## config.mk

```make
export PLATFORM = sky130hd
export DESIGN_NAME = mem_port_arbiter
export DESIGN_NICKNAME = d
export VERILOG_FILES = /design/src/rtl/riscv_mem_pkg.sv /design/src/rtl/mem_arb_watchdog.sv /design/src/rtl/mem_port_arbiter.sv
export SDC_FILE = /design/constraint.sdc
export NUM_CORES = 1
export LEC_CHECK = 0
export BUFFER_PORTS_ARGS = -buffer_cell sky130_fd_sc_hd__buf_2
export CORE_ASPECT_RATIO = 0.7
export CORE_MARGIN = 1.5
export CORE_UTILIZATION = 47
export CTS_CLUSTER_DIAMETER = 100
export CTS_CLUSTER_SIZE = 25
export DETAILED_ROUTE_END_ITERATION = 10
export GPL_TIMING_DRIVEN = 0
export PLACE_DENSITY = 0.91
export SLEW_MARGIN = 10
export SYNTH_ARGS = -nofsm -noshare
export SYNTH_HDL_FRONTEND = slang
export SYNTH_SLANG_ARGS = --single-unit
```

## constraint.sdc

```tcl
create_clock -name clk -period 6.4 [get_ports clk]
set_input_delay 1.28 -clock clk [delete_from_list [all_inputs] [get_ports clk]]
set_output_delay 1.28 -clock clk [all_outputs]
set_load 0.02 [all_outputs]
```

## src/rtl/riscv_mem_pkg.sv

```systemverilog
// Shared types and constants for the unified memory port arbiter.
// State codes, access size codes and the default watchdog limit.
package riscv_mem_pkg;

  typedef enum logic [1:0] {
    ST_IDLE   = 2'd0,
    ST_BUSY_I = 2'd1,
    ST_BUSY_D = 2'd2,
    ST_RESP   = 2'd3
  } arb_state_e;

  localparam logic [1:0] SZ_BYTE = 2'b00;
  localparam logic [1:0] SZ_HALF = 2'b01;
  localparam logic [1:0] SZ_WORD = 2'b10;

  localparam int unsigned DEF_TIMEOUT = 64;

endpackage

```

## src/rtl/mem_arb_watchdog.sv

```systemverilog
// Busy-cycle counter that flags a memory access as hung.
// expire_o is high in the last BUSY cycle allowed without an ack.
module mem_arb_watchdog
  import riscv_mem_pkg::*;
#(
  parameter int unsigned TIMEOUT = DEF_TIMEOUT
) (
  input  logic clk,
  input  logic rst,
  input  logic start_i,
  input  logic busy_i,
  input  logic ack_i,
  output logic expire_o
);

  localparam int CW = $clog2(TIMEOUT + 1);

  logic [CW-1:0] cnt_q;
  logic [CW-1:0] cnt_d;

  always_comb begin
    cnt_d = cnt_q;
    if (start_i || ack_i || !busy_i) begin
      cnt_d = '0;
    end else if (!expire_o) begin
      cnt_d = cnt_q + 1'b1;
    end
  end

  assign expire_o = busy_i && (cnt_q == CW'(TIMEOUT - 1));

  always_ff @(posedge clk or posedge rst) begin
    if (rst) begin
      cnt_q <= '0;
    end else begin
      cnt_q <= cnt_d;
    end
  end

endmodule

```

## src/rtl/mem_port_arbiter.sv

```systemverilog
// Arbitrates fetch and load/store ports onto one single-port memory.
// One access in flight; data wins ties unless fetch has waited too long.
module mem_port_arbiter
  import riscv_mem_pkg::*;
#(
  parameter int unsigned ADDR_W       = 32,
  parameter int unsigned DATA_W       = 32,
  parameter int unsigned TIMEOUT      = DEF_TIMEOUT,
  parameter int unsigned MAX_D_STREAK = 4
) (
  input  logic              clk,
  input  logic              rst,
  input  logic              i_req,
  input  logic [ADDR_W-1:0] i_addr,
  output logic              i_ack,
  output logic [DATA_W-1:0] i_rdata,
  output logic              i_err,
  input  logic              d_req,
  input  logic              d_we,
  input  logic [1:0]        d_size,
  input  logic [ADDR_W-1:0] d_addr,
  input  logic [DATA_W-1:0] d_wdata,
  output logic              d_ack,
  output logic [DATA_W-1:0] d_rdata,
  output logic              d_err,
  output logic              mem_req,
  output logic              mem_we,
  output logic [1:0]        mem_size,
  output logic [ADDR_W-1:0] mem_addr,
  output logic [DATA_W-1:0] mem_wdata,
  input  logic              mem_ack,
  input  logic [DATA_W-1:0] mem_rdata
);

  localparam int SW = (MAX_D_STREAK > 0) ?
                      $clog2(MAX_D_STREAK + 1) : 1;
  localparam logic [SW-1:0] STREAK_MAX = SW'(MAX_D_STREAK);

  arb_state_e        state_q;
  logic [SW-1:0]     streak_q;
  logic              mem_req_q;
  logic              mem_we_q;
  logic [1:0]        mem_size_q;
  logic [ADDR_W-1:0] mem_addr_q;
  logic [DATA_W-1:0] mem_wdata_q;
  logic              i_ack_q;
  logic [DATA_W-1:0] i_rdata_q;
  logic              i_err_q;
  logic              d_ack_q;
  logic [DATA_W-1:0] d_rdata_q;
  logic              d_err_q;

  logic idle;
  logic busy;
  logic grant_i;
  logic grant_d;
  logic expire;

  assign idle = (state_q == ST_IDLE);
  assign busy = (state_q == ST_BUSY_I) ||
                (state_q == ST_BUSY_D);

  // Fetch only beats a pending data request once its streak is exhausted.
  assign grant_i = i_req &&
                   (!d_req ||
                    ((MAX_D_STREAK != 0) &&
                     (streak_q == STREAK_MAX)));
  assign grant_d = d_req && !grant_i;

  mem_arb_watchdog #(
    .TIMEOUT(TIMEOUT)
  ) u_wdog (
    .clk     (clk),
    .rst     (rst),
    .start_i (idle && (i_req || d_req)),
    .busy_i  (busy),
    .ack_i   (busy && mem_ack),
    .expire_o(expire)
  );

  always_ff @(posedge clk or posedge rst) begin
    if (rst) begin
      state_q     <= ST_IDLE;
      streak_q    <= '0;
      mem_req_q   <= 1'b0;
      mem_we_q    <= 1'b0;
      mem_size_q  <= '0;
      mem_addr_q  <= '0;
      mem_wdata_q <= '0;
      i_ack_q     <= 1'b0;
      i_rdata_q   <= '0;
      i_err_q     <= 1'b0;
      d_ack_q     <= 1'b0;
      d_rdata_q   <= '0;
      d_err_q     <= 1'b0;
    end else begin
      i_ack_q <= 1'b0;
      d_ack_q <= 1'b0;
      unique case (state_q)
        ST_IDLE: begin
          if (grant_i) begin
            state_q     <= ST_BUSY_I;
            streak_q    <= '0;
            mem_req_q   <= 1'b1;
            mem_we_q    <= 1'b0;
            mem_size_q  <= SZ_WORD;
            mem_addr_q  <= i_addr;
            mem_wdata_q <= '0;
          end else if (grant_d) begin
            state_q     <= ST_BUSY_D;
            mem_req_q   <= 1'b1;
            mem_we_q    <= d_we;
            mem_size_q  <= d_size;
            mem_addr_q  <= d_addr;
            mem_wdata_q <= d_wdata;
            if (!i_req) begin
              streak_q <= '0;
            end else if (streak_q != STREAK_MAX) begin
              streak_q <= streak_q + 1'b1;
            end
          end
        end
        ST_BUSY_I, ST_BUSY_D: begin
          if (mem_ack || expire) begin
            state_q   <= ST_RESP;
            mem_req_q <= 1'b0;
            if (state_q == ST_BUSY_I) begin
              i_ack_q   <= 1'b1;
              i_rdata_q <= mem_ack ? mem_rdata : '0;
              i_err_q   <= !mem_ack;
            end else begin
              d_ack_q   <= 1'b1;
              d_rdata_q <= mem_ack ? mem_rdata : '0;
              d_err_q   <= !mem_ack;
            end
          end
        end
        ST_RESP: state_q <= ST_IDLE;
        default: state_q <= ST_IDLE;
      endcase
    end
  end

  assign mem_req   = mem_req_q;
  assign mem_we    = mem_we_q;
  assign mem_size  = mem_size_q;
  assign mem_addr  = mem_addr_q;
  assign mem_wdata = mem_wdata_q;
  assign i_ack     = i_ack_q;
  assign i_rdata   = i_rdata_q;
  assign i_err     = i_err_q;
  assign d_ack     = d_ack_q;
  assign d_rdata   = d_rdata_q;
  assign d_err     = d_err_q;

endmodule

```

-- Yosys cells after proc, flatten, opt, wreduce, memory -nomap -nowiden
Index checks and enable logic that the tools add are counted.
- register bits after elaboration: 148
- input bits: 136
- add/subtract/negate cells: 2
- equality and inequality tests: 10
- multiplexer cells: 29
- bitwise logic cells: 1
- reduce and logical (&&, ||, !) cells: 25
- operators with widths (cell ; number):
    2-to-1 mux 32 bit ; 5
    2-to-1 mux 7 bit ; 2
    2-to-1 mux 3 bit ; 4
    AND reduction 3 bit ; 4
    2-to-1 mux 1 bit ; 11
    2-to-1 mux 2 bit ; 5
    adder 7 x 1 -> 7 bit (second input constant) ; 1
    equality test 7 x 6 -> 1 bit (second input constant) ; 1
    logical OR 1 bit ; 6
    inequality test 3 x 1 -> 1 bit (second input constant) ; 2
    one-hot mux 2 bit (3 select lines) ; 1
    logical AND 1 bit ; 5
    equality test 2 bit (second input constant) ; 2
    logical NOT 1 bit ; 4
    AND reduction 2 bit ; 2
    nonzero test 2 bit ; 2
    adder 3 x 1 -> 3 bit (second input constant) ; 1
    equality test 3 bit (second input constant) ; 1
    inequality test 3 bit (second input constant) ; 1
    equality test 2 x 1 -> 1 bit (second input constant) ; 1
    logical NOT 2 bit ; 1
    inequality test 2 x 1 -> 1 bit (second input constant) ; 1
    inequality test 2 bit (second input constant) ; 1
    one-hot mux 1 bit (2 select lines) ; 1
    other kinds (2) ; 2

-- Logic depth before layout (Yosys ltp)
Gate-level depths: netlist (run 1).
- word-level depth: 8
- depth in mapped cells: 8

-- By module
A second synthesis (run 1) with hierarchy kept.
- cell total of the unflattened synthesis: 670
- area total of the unflattened synthesis: 6444.9 um^2
- modules (own cells, without submodules) (module ; times used ; cells an instance ; area an instance (um^2) ; seq. area each (um^2)):
    mem_port_arbiter ; 1 ; 635 ; 6065.8 ; 3528.4
    mem_arb_watchdog ; 1 ; 35 ; 379.1 ; 175.2

-- Worst setup path before layout (run 1)
No wires, ideal clock.
- path kind: input port to flip-flop
- start: input port i_req
- end: register mem_addr_q[10], in the netlist mem_addr[10]
- setup time: 0.077 ns
- data arrival time: 2.111 ns
- data required time: 6.323 ns
- setup slack: 4.212 ns
- cell stages on the path: 5
- buffers on the path: 2
- path through: o21ai_0 > buf_2 > clkbuf_1 > nand2_1 > o21ai_1
- cells in the longest elaborated chain, start to end: 5
- ends and longest elaborated chain (what ; line ; text):
    from (decl) ; mem_port_arbiter.sv:13 ; input logic i_req,
    logical AND 1 bit * ; mem_port_arbiter.sv:64 ; assign grant_i = i_req &&
    logical NOT 1 bit ; mem_port_arbiter.sv:68 ; assign grant_d = d_req && !grant_i;
    logical AND 1 bit ; mem_port_arbiter.sv:68 ;
    nonzero test 2 bit (no source line) ; - ;
    AND reduction 2 bit (no source line) ; - ;
    to (signal assigned) ; mem_port_arbiter.sv:107 ; mem_addr_q <= i_addr;
    to (signal assigned) ; mem_port_arbiter.sv:114 ; mem_addr_q <= d_addr;
    to (decl) ; mem_port_arbiter.sv:44 ; logic [ADDR_W-1:0] mem_addr_q;
Mark *: on every way between the ends. The rest lies on a longest branch, timed or not.
A chain may end at the register's enable or synchronous reset.

-- Worst setup path after layout (run 1)
- start: input port i_req
- end: register mem_addr_q[1], in the netlist mem_addr[1]
Same word-level chain as after synthesis.

==> results of run 1 <==
[final cells by class]
| type | instances | area [sq um] |
|---|---|---|
| sequential | 148 | 3704 |
| buffer | 35 | 234.0 |
| clock buffer | 18 | 429.2 |
| tap | 162 | 202.7 |
| multi-input combinational | 336 | 2062 |
| clock inverter | 14 | 118.9 |
| inverter | 10 | 45.04 |
| fill | 988 | 4285 |
| timing repair buffer | 272 | 1384 |
[synthesized netlist by cell type, drive strengths merged]
cell type	n
o2bb2ai	2
nor2b	2
nand2b	1
nand4b	1
and4	2
inv	10
a21boi	2
and3b	1
xor2	2
a32o	1
o22ai	1
o32ai	1
nand3	3
nor2	13
a31oi	2
o21a	1
o32a	1
a21oi	7
dfrtp	148
nand2	111
a22o	62
or2b	1
buf	27
and3	2
clkbuf	8
ha	5
a211oi	1
nor3b	1
o21ai	75
nand4	1
or3	1
mux2i	33
[layer usage]
metal	vias up	GRT usage, %
met5	-	0
met4	0	6.640
met3	20	6.130
met2	202	39.53
met1	2570	33.18
li1	2440	-
[worst min-delay path by stage]
stage / slack [ps] / end / start
after detailed placement: 460 / mem_size[1] / mem_size[1]
after global routing: 500 / mem_wdata[29] / mem_wdata[29]
after floorplan: 490 / streak_q[0] / streak_q[0]
final: 470 / mem_size[1] / mem_size[1]
after global placement: 450 / mem_size[1] / mem_size[1]
after CTS: 470 / mem_size[1] / mem_size[1]
[worst reg2reg max path: stages, from the launching register on]
cell      delay, ps
dfrtp_1         370
inv_1            50
ha_1            420
nand4b_1        200
o21ai_2         210
nand2_2         140
buf_2           220
a22o_1          270
[where the power goes]
part           leakage [nW]  total (mW)  switching (mW)  internal (mW)
clock network         0.253       0.912           0.406          0.506
logic                  2.15        1.91            1.20          0.706
registers              1.88        1.57           0.222           1.34
total                  4.28        4.38            1.83           2.55
[kinds of logic after synthesis]
kind of cell	share of synthesized area [%]
buffers and inverters	4.497
adder cells (fa/ha/maj)	1.036
AO/OA/AOI/OAI	17.49
AND/OR/NAND/NOR	9.866
XOR/XNOR	0.2902
flip-flops	61.35
multiplexers	5.472
[flip-flops by register name (all words and copies together) (netlist names), 2 cells and up]
| signal | cells |
|---|---|
| streak_q | 3 |
| state_q | 2 |
| mem_size | 2 |
| mem_wdata | 32 |
| i_rdata | 32 |
| u_wdog.cnt_q | 7 |
| d_rdata | 32 |
| mem_addr | 32 |
[through the flow]
step / total power, mW / setup slack (ps) / instance area [sq um] / cells
5_1_grt: 4.663 / 3797 / 8179 / 995
6_report: 4.384 / 3981 / 8179 / 995
3_3_place_gp: 3.410 / -363.6 / 7596 / 962
2_1_floorplan: 2.783 / 1140 / 6037 / 529
3_5_place_dp: 3.490 / 3574 / 7631 / 963
4_1_cts: 4.414 / 4005 / 8179 / 995
==> impl_metrics.csv, run 1 <==
group,metric,value,unit
synth,syn_nets,670,
critical_path,slowest_delay,430,ps
route,routed.top_layer,"met4",
sta,finalSetupViolations,0,
sta,hold_ws,468.1,ps
sta,slew_headroom,66.23,%
critical_path,critPathMaxFanout,10,
cts,numCtsBuffers,17,
critical_path,crit_slowest_cell,"o21ai_0",
pwr,ir_drop,0.0003167,V
route,wirelength,16140,um
grt,track_usage,24.43,%
cts,cts_tree,"yes",
cts,ctsResizeCount,0,
final_layout,layout_commonest_cell,"buf_2",
critical_path,crit_required,6730,ps
synth,yosys.area.top_type,"dfrtp_1",
grt,grt_overflow,0,
synth,yosysWarnings,0,
cts,clock-sinks,148,
route,firstDrtPassIters,5,
cts,cts.clk_slew.worst_paths,60,ps
sta,tns,0,ps
route,viasPerCell,5.258,
grt,grt_pass1_vias,5099,
critical_path,path_cells,"buf_2 -> o21ai_0 -> buf_2 -> clkbuf_1 -> nand2_1 -> o21ai_1",
critical_path,path_class,"input pin to register",
sta,slew_viol_final,0,
critical_path,r2r_slack,4410,ps
sta,layout_min_cycle_time,2419,ps
grt,antenna_found_initial,0,
placement,gp_congestion,0.8171,
job,drv_cap,0,
synth,synth_top_area_share,61.35,%
final_layout,layout_common_cells,"290 x buf_2, 148 x dfrtp_1, 109 x nand2_1, 62 x a22o_1, 49 x o21ai_0",
final_layout,fin_util,65.62,%
synth,synth-seq-cells,148,
sta,clock.fmax,413.4,MHz
route,routed-wl-met3,921,um
critical_path,worstSetupStartpointType,"input pin",
die,start_util,48.43,%
pwr,power.leakage,4.277,nW
cts,insertion_delay,410,ps
synth,yosysUniqueCellTypes,42,
route,vias,5232,
placement,hpwlAfterDp,11940,um
grt,grt_max_degree,91,
critical_path,r2r.worst_path.cells,7,
route,met1_length,7248,um
critical_path,path_common_cell,"buf_2",
route,drc_errors,0,
route,wl_per_cell,16.22,um
critical_path,arrival,2750,ps
pwr,power_density,535.9,nW/um^2
critical_path,rr_endpoint,"d_rdata[8]",
placement,io_buffers,271,
die,core,12460,sq um
final_layout,drive_above_1_share,40.82,%
die,die_x,138.5,um
synth,postSynthCellCount,529,
die,die_area,13540,sq um
final_layout,n_antenna_cell,0,
sta,worst_pin_slew,501.2,ps
outcome,status,"finished, final reports clean",
route,wl_met2,7752,um
critical_path,cpLargestDelayFamily,"buffers and inverters",
die,io_pins,272,
sta,rsz0062_at_grt,"false",
sta,min_period_over_period,37.80,%
cts,post_cts_buffers,0,
critical_path,path_depth,6,
sta,hold_violations,0,
critical_path,endpoint,"mem_addr[1]",
sta,finClkSkew,6.073,ps
synth,syn_area,6037,sq um
route,detail_route.iter0.violations,272,
route,detail-route-antenna-nets,0,
cts,cts-root-buf,"clkbuf_16",
synth,avgSynthCellArea,11.41,sq um
critical_path,crit_buf_inv,3,
grt,grt_pass1_wl,26310,um
critical_path,cp-end-kind,"register",
worst_hold_path,holdPathStages,2,
critical_path,critPathLaunch,"i_req",
critical_path,rr_startpoint,"state_q[0]",
final_layout,syn2layout_area_growth,35.48,%
synth,synthTopCellsByArea,"dfrtp_1 61%, a22o_1 9.0%, nand2_1 6.8%",
die,rows,34,
final_layout,nNetsFinal,961,
cts,cts-hold-fix-buffers,0,
cts,htreeDepth,4,
worst_hold_path,hp-class,"register to register",
die,die_h,97.82,um
synth,synth_seq_area_share,61.35,%
cts,clockBufferDepth,2,
Note: power is estimated with default switching activity, not from simulation.
==> inputs of run 2 (changes only) <==
--- a/config.mk
+++ b/config.mk
@@ -8,12 +8,12 @@
 export BUFFER_PORTS_ARGS = -buffer_cell sky130_fd_sc_hd__buf_2
 export CORE_ASPECT_RATIO = 0.7
 export CORE_MARGIN = 1.5
-export CORE_UTILIZATION = 47
+export CORE_UTILIZATION = 43
 export CTS_CLUSTER_DIAMETER = 100
 export CTS_CLUSTER_SIZE = 25
 export DETAILED_ROUTE_END_ITERATION = 10
 export GPL_TIMING_DRIVEN = 0
-export PLACE_DENSITY = 0.91
+export PLACE_DENSITY = 0.88
 export SLEW_MARGIN = 10
 export SYNTH_ARGS = -nofsm -noshare
 export SYNTH_HDL_FRONTEND = slang
==> constraint.sdc (replaced) <==
create_clock -name clk -period 2 [get_ports clk]
set_input_delay 0.4 -clock clk [delete_from_list [all_inputs] [get_ports clk]]
set_output_delay 0.4 -clock clk [all_outputs]
set_load 0.02 [all_outputs]
==> run 2 against run 1 <==
Worst setup slack got worse by 3900 ps. Clock skew rose by 4.9 ps. Critical path depth increased by 1. Clock power rose to 3.4 times the previous value. Global-route usage decreased by 1.8 points. Total power grew to 3.3 times the previous value. Via count increased by 0.88%. Sequential power increased to 3.2 times the previous value. Non-clock buffer count up 5. Design area up 1.9%. Combinational power rose to 3.3 times the previous value. Critical path type is now register to register. Largest cell class unchanged. Largest power group unchanged. Highest routed layer unchanged.
==> impl_metrics.csv, run 2 (synthesis results as in run 1) <==
group,metric,value,unit
sta,hold_violations,0,
placement,gp_congestion,0.8056,
route,detail_route.iter0.violations,338,
pwr,power_density,1714,nW/um^2
grt,grt_overflow,0,
final_layout,nNetsFinal,966,
final_layout,layout_common_cells,"289 x buf_2, 148 x dfrtp_1, 109 x nand2_1, 62 x a22o_1, 49 x o21ai_0",
worst_hold_path,min_from,"mem_rdata[7]",
cts,numCtsBuffers,17,
worst_hold_path,min_to,"i_rdata[7]",
grt,track_usage,22.60,%
sta,worst_pin_slew,504.8,ps
worst_hold_path,hp-class,"input pin to register",
route,viasPerCell,5.159,
cts,htreeDepth,4,
cts,clockBufferDepth,2,
critical_path,r2r_slack,80,ps
final_layout,syn2layout_area_growth,38.01,%
critical_path,rr_startpoint,"state_q[0]",
cts,cts-root-buf,"clkbuf_16",
sta,min_period_over_period,95.99,%
final_layout,drive_above_1_share,41.29,%
die,io_pins,272,
outcome,status,"finished, final reports clean",
final_layout,stdcell_area,8332,sq um
grt,grt_pass1_vias,5078,
route,detail-route-antenna-nets,0,
die,die_x,144.6,um
grt,grt_max_degree,41,
sta,finalSetupViolations,0,
die,die_area,14770,sq um
pwr,ir_drop,0.0007709,V
critical_path,r2r.worst_path.cells,7,
cts,insertion_delay,410,ps
sta,slew_viol_final,0,
route,drc_errors,0,
placement,io_buffers,271,
final_layout,fill_cells,1104,
sta,finClkSkew,10.94,ps
route,firstDrtPassIters,5,
sta,layout_min_cycle_time,1920,ps
sta,clock.fmax,520.9,MHz
route,wl_per_cell,16.33,um
route,vias,5278,
final_layout,fin_util,61.97,%
critical_path,critPathMaxFanout,10,
critical_path,path_class,"register to register",
placement,placed_area,7709,sq um
sta,slew_headroom,65.99,%
final_layout,n_antenna_cell,0,
route,wirelength,16700,um
die,die_h,102.1,um
cts,cts.clk_slew.worst_paths,60,ps
sta,rsz0062_at_grt,"false",
grt,antenna_found_initial,0,
cts,cts_tree,"yes",
critical_path,arrival,2200,ps
job,drv_cap,0,
die,start_util,44.90,%
cts,clock-sinks,148,
die,rows,35,
critical_path,worstSetupStartpointType,"register",
final_layout,layout_commonest_cell,"buf_2",
critical_path,crit_required,2280,ps
placement,hpwlAfterDp,12450,um
critical_path,rr_endpoint,"i_rdata[23]",
die,core,13440,sq um
critical_path,cp-end-kind,"register",
grt,grt_pass1_wl,25810,um
worst_hold_path,holdPathStages,2,
pwr,power.leakage,4.334,nW
run 2: cell types whose count changed in the layout (fill, tap and decap cells not counted), sizes merged:
cell         before  now
dlygate4sd3       0    1
inv              17   16
bufinv            0    1
buf             299  303
run 2: how the worst max path moves through the flow:
stage	from	end	slack, ps
floorplan	rst	d_ack	-260
global placement	rst	mem_wdata[12]	-1120
detailed placement	i_req	mem_addr[6]	-20
CTS	streak_q[0]	mem_addr[27]	20
global route	state_q[1]	i_rdata[8]	20
finish	state_q[0]	i_rdata[23]	80
run 2: cell type report:
| cell class | count | area, sq um | area share (%) |
|---|---|---|---|
| timing repair buffer | 277 | 1454 | 17.45 |
| multi-input combinational | 336 | 2087 | 25.05 |
| clock inverter | 14 | 143.9 | 1.727 |
| sequential | 148 | 3704 | 44.45 |
| buffer | 35 | 241.5 | 2.898 |
| inverter | 10 | 41.29 | 0.4956 |
| clock buffer | 18 | 429.2 | 5.151 |
| tap | 185 | 231.5 | 2.778 |
run 2: what timing repair did:
action,CTS,global route
endpoints found under the setup margin,0,68
setup buffers,0,1
resized for setup,0,9
hold buffers,1,0
hold endpoints to repair,16,0
run 2: layer usage:
layer,GRT usage (%),vias up,routed length [um]
li1,-,2452,-
met1,30.23,2584,7247
met2,37.36,220,8325
met3,4.592,22,924
met4,7.226,0,206
met5,0,-,0
run 2: stage by stage:
step	power (mW)	setup slack (ps)	setup TNS, ps	instances	hold WS, ps
2_1_floorplan	8.905	-261.0	-38630	529	485.2
3_3_place_gp	10.94	-1123	-164000	985	448.3
3_5_place_dp	11.18	-16.28	-50.72	989	426.8
4_1_cts	14.31	15.42	0	1022	208.0
5_1_grt	15.20	22.26	0	1023	208.9
6_report	14.28	80.12	0	1023	226.4
run 2: worst max-delay path, stage by stage (launching register included):
cell and delay, ps:
dfrtp_1 390, inv_1 90, ha_4 310, nand4b_1 140
o21ai_2 250, nand2_2 170, buf_6 190, a22o_1 250
run 2: power by group:
| part | total [mW] | internal [mW] | switching, mW |
|---|---|---|---|
| registers | 4.99 | 4.30 | 0.693 |
| clock network | 3.06 | 1.75 | 1.30 |
| logic | 6.24 | 2.32 | 3.92 |
| total | 14.3 | 8.37 | 5.91 |
